==> src/rtl/pri_vblank_loader.sv <==
// Shadow register bank for the priority/colour mixer: CPU writes are buffered and marked dirty,
// then replayed into the mixer one register at a time on each vblank rising edge.
module pri_vblank_loader #(
    parameter int NUM_REGS   = 16,
    parameter int GAP_CYCLES = 1
) (
    input  logic       clk,
    input  logic       reset_n,
    input  logic       cpu_cs,
    input  logic       cpu_rw,
    input  logic [3:0] cpu_addr,
    input  logic [1:0] cpu_ds_n,
    input  logic [7:0] cpu_din,
    output logic [7:0] cpu_dout,
    input  logic       vblank,
    input  logic       resync,
    output logic       pri_cs,
    output logic       pri_rw,
    output logic [1:0] pri_ds_n,
    output logic [3:0] pri_addr,
    output logic [7:0] pri_din,
    output logic       busy,
    output logic       done
);
    typedef enum logic [1:0] {
        IDLE = 2'd0,
        SCAN = 2'd1,
        GAP  = 2'd2
    } state_t;

    localparam logic [3:0] LAST_IDX = 4'(NUM_REGS - 1);
    localparam logic [3:0] GAP_LOAD = 4'(GAP_CYCLES);

    state_t              state_reg, state_next;
    logic [3:0]          idx_reg, idx_next;
    logic [3:0]          gap_reg, gap_next;
    logic                vb_q_reg;
    logic [7:0]          cpu_dout_reg, cpu_dout_next;
    logic                pri_cs_reg, pri_cs_next;
    logic [3:0]          pri_addr_reg, pri_addr_next;
    logic [7:0]          pri_din_reg, pri_din_next;
    logic                busy_reg, busy_next;
    logic                done_reg, done_next;
    logic                finish;

    logic [7:0]          shadow [NUM_REGS];
    logic [NUM_REGS-1:0] dirty;
    logic [NUM_REGS-1:0] dirty_clr;

    logic cpu_wr;
    logic cpu_rd;
    logic start;
    logic unused_ds_hi;

    assign cpu_wr       = cpu_cs & ~cpu_rw & ~cpu_ds_n[0];
    assign cpu_rd       = cpu_cs & cpu_rw;
    assign start        = vblank & ~vb_q_reg;
    assign unused_ds_hi = cpu_ds_n[1];

    // Per-entry storage; a set (CPU write or resync) in the same cycle as a scan clear wins,
    // so a value changed while it is being replayed is sent again on the next pass.
    for (genvar gi = 0; gi < NUM_REGS; gi++) begin : g_reg
        logic [7:0] data_reg;
        logic       dirty_reg;
        logic       hit;

        assign hit = cpu_wr && (cpu_addr == 4'(gi));

        always_ff @(posedge clk or negedge reset_n) begin
            if (!reset_n) begin
                data_reg  <= 8'h00;
                dirty_reg <= 1'b0;
            end else begin
                if (hit) begin
                    data_reg <= cpu_din;
                end
                dirty_reg <= hit | resync | (dirty_reg & ~dirty_clr[gi]);
            end
        end

        assign shadow[gi] = data_reg;
        assign dirty[gi]  = dirty_reg;
    end

    always_ff @(posedge clk or negedge reset_n) begin
        if (!reset_n) begin
            state_reg    <= IDLE;
            idx_reg      <= 4'd0;
            gap_reg      <= 4'd0;
            vb_q_reg     <= 1'b0;
            cpu_dout_reg <= 8'h00;
            pri_cs_reg   <= 1'b0;
            pri_addr_reg <= 4'd0;
            pri_din_reg  <= 8'h00;
            busy_reg     <= 1'b0;
            done_reg     <= 1'b0;
        end else begin
            state_reg    <= state_next;
            idx_reg      <= idx_next;
            gap_reg      <= gap_next;
            vb_q_reg     <= vblank;
            cpu_dout_reg <= cpu_dout_next;
            pri_cs_reg   <= pri_cs_next;
            pri_addr_reg <= pri_addr_next;
            pri_din_reg  <= pri_din_next;
            busy_reg     <= busy_next;
            done_reg     <= done_next;
        end
    end

    always_comb begin
        cpu_dout_next = cpu_rd ? shadow[cpu_addr] : cpu_dout_reg;
    end

    always_comb begin
        state_next    = state_reg;
        idx_next      = idx_reg;
        gap_next      = gap_reg;
        pri_cs_next   = 1'b0;
        pri_addr_next = pri_addr_reg;
        pri_din_next  = pri_din_reg;
        busy_next     = busy_reg;
        done_next     = 1'b0;
        dirty_clr     = '0;
        finish        = 1'b0;

        case (state_reg)
            IDLE: begin
                if (start) begin
                    state_next = SCAN;
                    idx_next   = 4'd0;
                    busy_next  = 1'b1;
                end
            end
            SCAN: begin
                if (dirty[idx_reg]) begin
                    pri_cs_next        = 1'b1;
                    pri_addr_next      = idx_reg;
                    pri_din_next       = shadow[idx_reg];
                    dirty_clr[idx_reg] = 1'b1;
                    gap_next           = GAP_LOAD;
                    state_next         = GAP;
                end else if (idx_reg == LAST_IDX) begin
                    finish = 1'b1;
                end else begin
                    idx_next = idx_reg + 4'd1;
                end
            end
            GAP: begin
                if (gap_reg <= 4'd1) begin
                    if (idx_reg == LAST_IDX) begin
                        finish = 1'b1;
                    end else begin
                        idx_next   = idx_reg + 4'd1;
                        state_next = SCAN;
                    end
                end else begin
                    gap_next = gap_reg - 4'd1;
                end
            end
            default: begin
                state_next = IDLE;
            end
        endcase

        if (finish) begin
            state_next = IDLE;
            idx_next   = 4'd0;
            busy_next  = 1'b0;
            done_next  = 1'b1;
        end
    end

    // rw and strobes follow the write pulse directly so an async reset clears them with it.
    assign pri_cs   = pri_cs_reg;
    assign pri_rw   = ~pri_cs_reg;
    assign pri_ds_n = pri_cs_reg ? 2'b10 : 2'b11;
    assign pri_addr = pri_addr_reg;
    assign pri_din  = pri_din_reg;
    assign cpu_dout = cpu_dout_reg;
    assign busy     = busy_reg;
    assign done     = done_reg;

endmodule

==> config.mk <==
export PLATFORM = sky130hd
export DESIGN_NAME = pri_vblank_loader
export DESIGN_NICKNAME = d
export VERILOG_FILES = /design/src/rtl/pri_vblank_loader.sv
export SDC_FILE = /design/constraint.sdc
export NUM_CORES = 1
export LEC_CHECK = 0
export BUFFER_PORTS_ARGS = -buffer_cell sky130_fd_sc_hd__buf_2
export CORE_UTILIZATION = 50
export CTS_CLUSTER_SIZE = 25
export DETAILED_ROUTE_END_ITERATION = 6
export PLACE_DENSITY = 0.7
export SLEW_MARGIN = 5
export SYNTH_ARGS = -nofsm -noshare
export SYNTH_HDL_FRONTEND = slang
export SYNTH_SLANG_ARGS = --single-unit
==> constraint.sdc <==
create_clock -name clk -period 2.5 [get_ports clk]
set_input_delay 0.25 -clock clk [delete_from_list [all_inputs] [get_ports clk]]
set_output_delay 0.25 -clock clk [all_outputs]
set_load 0.05 [all_outputs]
# Word-level counts from Yosys, hierarchy flattened
# Index checks and enable logic that the tools add are counted.
[op_classes]
add_sub_neg = 2
n_lt_le_gt_ge = 5
n_eq_ne = 25
muxes = 38
bitwise_logic = 74
n_reduce_logical = 28
[op_table]
columns = ["op", "n"]
rows = [
  ["$bmux W8 S4", 2],
  ["$eq A4 B4 Y1 const B", 9],
  ["$mux W16", 2],
  ["$mux W8", 4],
  ["$or A1 B1 Y1", 32],
  ["$mux W4", 7],
  ["$and A1 B1 Y1", 20],
  ["$not A1 Y1", 20],
  ["$logic_and A1 B1 Y1", 17],
  ["$eq A4 B3 Y1 const B", 4],
  ["$ne A3 B3 Y1 const B", 5],
  ["$mux W1", 12],
  ["$pmux W4 S3", 1],
  ["$ge A5 B5 Y1 const B", 2],
  ["$mux W2", 5],
  ["$not A4 Y5", 2],
  ["$eq A4 B2 Y1 const B", 2],
  ["$pmux W4 S2", 1],
  ["$reduce_and A4 Y1", 2],
  ["$pmux W2 S3", 1],
  ["$reduce_bool A2 Y1", 3],
  ["$lt A4 B5 Y1 const B", 1],
  ["$add A4 B1 Y4 const B", 1],
  ["$bmux W1 S4", 1],
  ["14 further kinds", 16],
]
[totals]
ff_bits = 178
inputBits = 20
output_inout_bits = 26
word_cells = 214

# Depth between registers and ports, before layout
[logic_depth]
ltp_word = 9
depth_mapped = 8
ltp_nobuf = 7

# Worst setup path after synthesis
# Ideal clock, no wire load.
[synth_timing]
path_kind = "register -> register"
start = "reg idx_reg[0]"
end = "reg pri_din_reg[1] (netlist: pri_din[1])"
setup_time_ns = 0.128
t_arrival_ns = 2.346
t_required_ns = 2.372
slack_ns = 0.027
stages_incl_launch_ff = 6
n_path_buf = 2
cell_sequence = "dfrtp_1 > buf_2 > buf_1 > mux4_2 > mux4_2 > mux2_1"
[synth_between]
elab_chain_cells = 4
word_cells_on_any_way = 7
cone_classes = "mux: 5; bitwise: 1; reduce/logical: 1"
[synth_rtl]
columns = ["item", "line_no", "rtl"]
rows = [
  ["start, declared", "35", "logic [3:0] idx_reg, idx_next;"],
  ["start signal, assigned", "99", "idx_reg <= idx_next;"],
  ["$not A4 Y5 (not written as such)", "139", "pri_din_next = shadow[idx_reg];"],
  ["$bmux W8 S4", "139", ""],
  ["$mux W8 (not written as such) (2 in series)", "139", ""],
  ["end signal, assigned", "105", "pri_din_reg <= pri_din_next;"],
  ["end, declared", "41", "logic [7:0] pri_din_reg, pri_din_next;"],
]
# Several ways; a longest one is shown, not always the timed one. The select of a mux whose other input is x is not followed.
# A chain may end at the register's enable or synchronous reset.

# Worst setup path after layout
# Ends and elaborated chain as after synthesis.

==> out/results.txt <==
First-pass GRT wire length - 36020 µm
Flops & latches, synth - 178
Largest net degree at the start of global routing - 66
Routed Wire Length - 22340 µm
Max-cap violations - 0
Vias - 5830
Commonest non-fill, non-tap cell in the layout - dfrtp_1
Clock Latency Late Sink - 440 ps
Drt drc - 6
CTS root buf - clkbuf_16
PnR worst setup slack - 166.6 ps
Startpoint types - flop
Initial antenna violation count - 1
Vias in the first global route - 6225
CTS sink count - 178
Total GRT Usage - 0.2514
PD cells - 917.6 nW/µm²
Post-DP HPWL - 15220 µm
Max reg flops - 128
GPL Wtd Cong - 0.8595
Hold Fails Final Rpt - 0
Simple-gate portion of the synthesized area - 0.04845
Grt ovf - 0
CP max FO - 12
Slew HR - 0.5376
Mux cell area share after synthesis - 0.3900
Syn avg cell area - 15.09 µm²
Commonest cells after routing, fill and taps aside - dfrtp_1 (176), mux2_2 (139), mux4_2 (82), buf_4 (43), buf_2 (42)
CTS tree - done
Longest Clk Path Bufs - 2
Die Ht - 138.6 µm
Placement Setup Slack - 177.0 ps
CP endpoint kind - flop
Max Clk Rate - 0.4286 GHz
Post-CTS Repair Setup Buffers - 0
Drt pass-1 iters - 7
Post-Syn Instances - 618
Share of layout cells above drive strength 1 - 0.5007
FILL cells - 1420
Fin Hold WS - 238.7 ps
Pwr Total - 0.009768 W
Worst slew pin tran - 691.9 ps
Violated checks - DRC
Vias per cell - 6.310
Post-Syn Nets - 648
Count of cells resized by post-cts repair - 0
Post-synthesis compound-gate area fraction - 0.04093
Initial core utilization - 0.5137
Post-layout net count - 712
Core area - 18150 µm²
Routed wire per std cell - 24.18 µm
TNS Setup - 0 ps
Mapped cell area - 9323 µm²
Die area - 19200 µm²
Seq/Total Area, Yosys - 0.4778
Hold Path Class - in2reg
H-tree depth - 4
Final ANT Viol Nets - 0
DRT iter0 DRCs - 442
WS Path Type - reg2reg
XOR/XNOR share of the synthesized area - 0
Largest family of logic cells by synthesized area - multiplexers
Util after Layout - 0.5866
Area growth, synth to finish - 14.19%
Status - finished, violations left
Clk pin slew, worst setup/hold paths - 70 ps
Post-synthesis cell type count - 52
Port Buffers - 43
Clk_skew - 9.959 ps
Die Width - 138.6 µm
Slew Viols, Final - 0
I/O pins - 46
Leakage - 4.701 nW
RSZ-0062 raised after global routing - false
Max rail drop VDD - 611.4 µV
Post-Synth Adder-Cell Area - 0.01342
Yosys Warn Count - 0
Critical path data required time - 2820 ps
Diode count - 0
Num CTS Buffers - 17
Number of setup violations in the final report - 0
CP arrival - 2650 ps
Tmin final - 2333 ps
Final period util - 0.9334
Standard-cell rows - 49
worst paths after layout:
kind                       startpoint              endpoint  slack [ps]  cells past startpoint
setup / recovery           idx_reg[0]            pri_din[1]         170                      4
hold / removal                 resync    g_reg[2].dirty_reg         240                      2
setup reg to reg           idx_reg[0]            pri_din[1]         170                      4
hold reg to reg            pri_din[6]            pri_din[6]         490                      1
max in group asynchronous     reset_n  g_reg[1].data_reg[4]        1360                      3
min in group asynchronous     reset_n  g_reg[1].data_reg[0]         340                      2
per-stage QoR:
stage | cell area [µm²] | instances
after floorplan | 9323 | 618
after global placement | 9998 | 890
after detailed placement | 9998 | 890
after CTS | 10650 | 924
after global routing | 10650 | 924
final | 10650 | 924
cell type report:
type | count | area, µm² | share of cell area
multi-input cells | 380 | 4598 | 0.4319
flip-flops and latches | 178 | 4457 | 0.4187
repair buffers | 91 | 624.3 | 0.05865
clock buffers | 19 | 442.9 | 0.04161
well taps | 229 | 286.5 | 0.02692
clock inverters | 13 | 183.9 | 0.01728
inverters | 14 | 52.55 | 0.004937
layer usage:
| metal | GRT usage | wire, µm |
|---|---|---|
| met3 | 0.04420 | 990 |
| met5 | 0 | 8 |
| met1 | 0.3399 | 9637 |
| met2 | 0.4098 | 11240 |
| met4 | 0.09580 | 460 |
synth_stat cells, drive strengths merged:
cell type  instances  area, µm²
dfrtp            178       4454
o311ai             2      17.52
o22ai              1      6.260
nand3              5      25.02
nand3b             3      22.52
mux2i             11      122.6
a31oi              2      12.51
a22o               1      8.760
o221ai             1      8.760
o41ai              2      17.52
and4               1      8.760
o31ai              1      7.510
nor4               1      6.260
clkbuf            29      108.9
nor2b              5      31.28
a21oi              3      15.01
nor4b              1      8.760
a221o              6      60.06
ha                10      125.1
a221oi             1      15.01
o21a               2      15.01
nor2              13      48.80
nand2             13      51.30
a211o             11      96.34
or4                1      7.510
a311oi             1      8.760
buf               17      108.9
inv               14      52.55
o31a               2      17.52
nand4             17      106.4
nor3               5      35.03
or3b               1      8.760
conb               1      3.750
mux2             148       1667
and3               1      6.260
a22oi              2      15.01
a211oi             1      7.510
o21ai              6      30.03
nor4bb             1      10.01
nand2b             5      31.28
mux4              82       1847
o211ai             3      22.52
or3                1      6.260
and2               6      37.54
power by group:
part	internal, W	switching (W)
Combinational	0.00146	0.00172
Sequential	0.00334	0.000379
Clock	0.00170	0.00116
Total	0.00651	0.00326
critical path, stage by stage (launching register included):
cell and delay [ps]:
dfrtp_2 520, buf_4 340, mux4_2 560, mux4_2 500, mux2_1 290
kinds of logic after synthesis:
kind of cell    Yosys count
compound gates           48
mux                     241
other cells               1
simple gates             80
flops                   178
fa+ha+maj                10
buf+inv                  60
repair_timing:
item | CTS | global route
endpoints found under the hold margin | 51 | 0
endpoints found under the setup margin | 0 | 0
hold buffers | 2 | 0
Power figures use the tool's default switching activity.
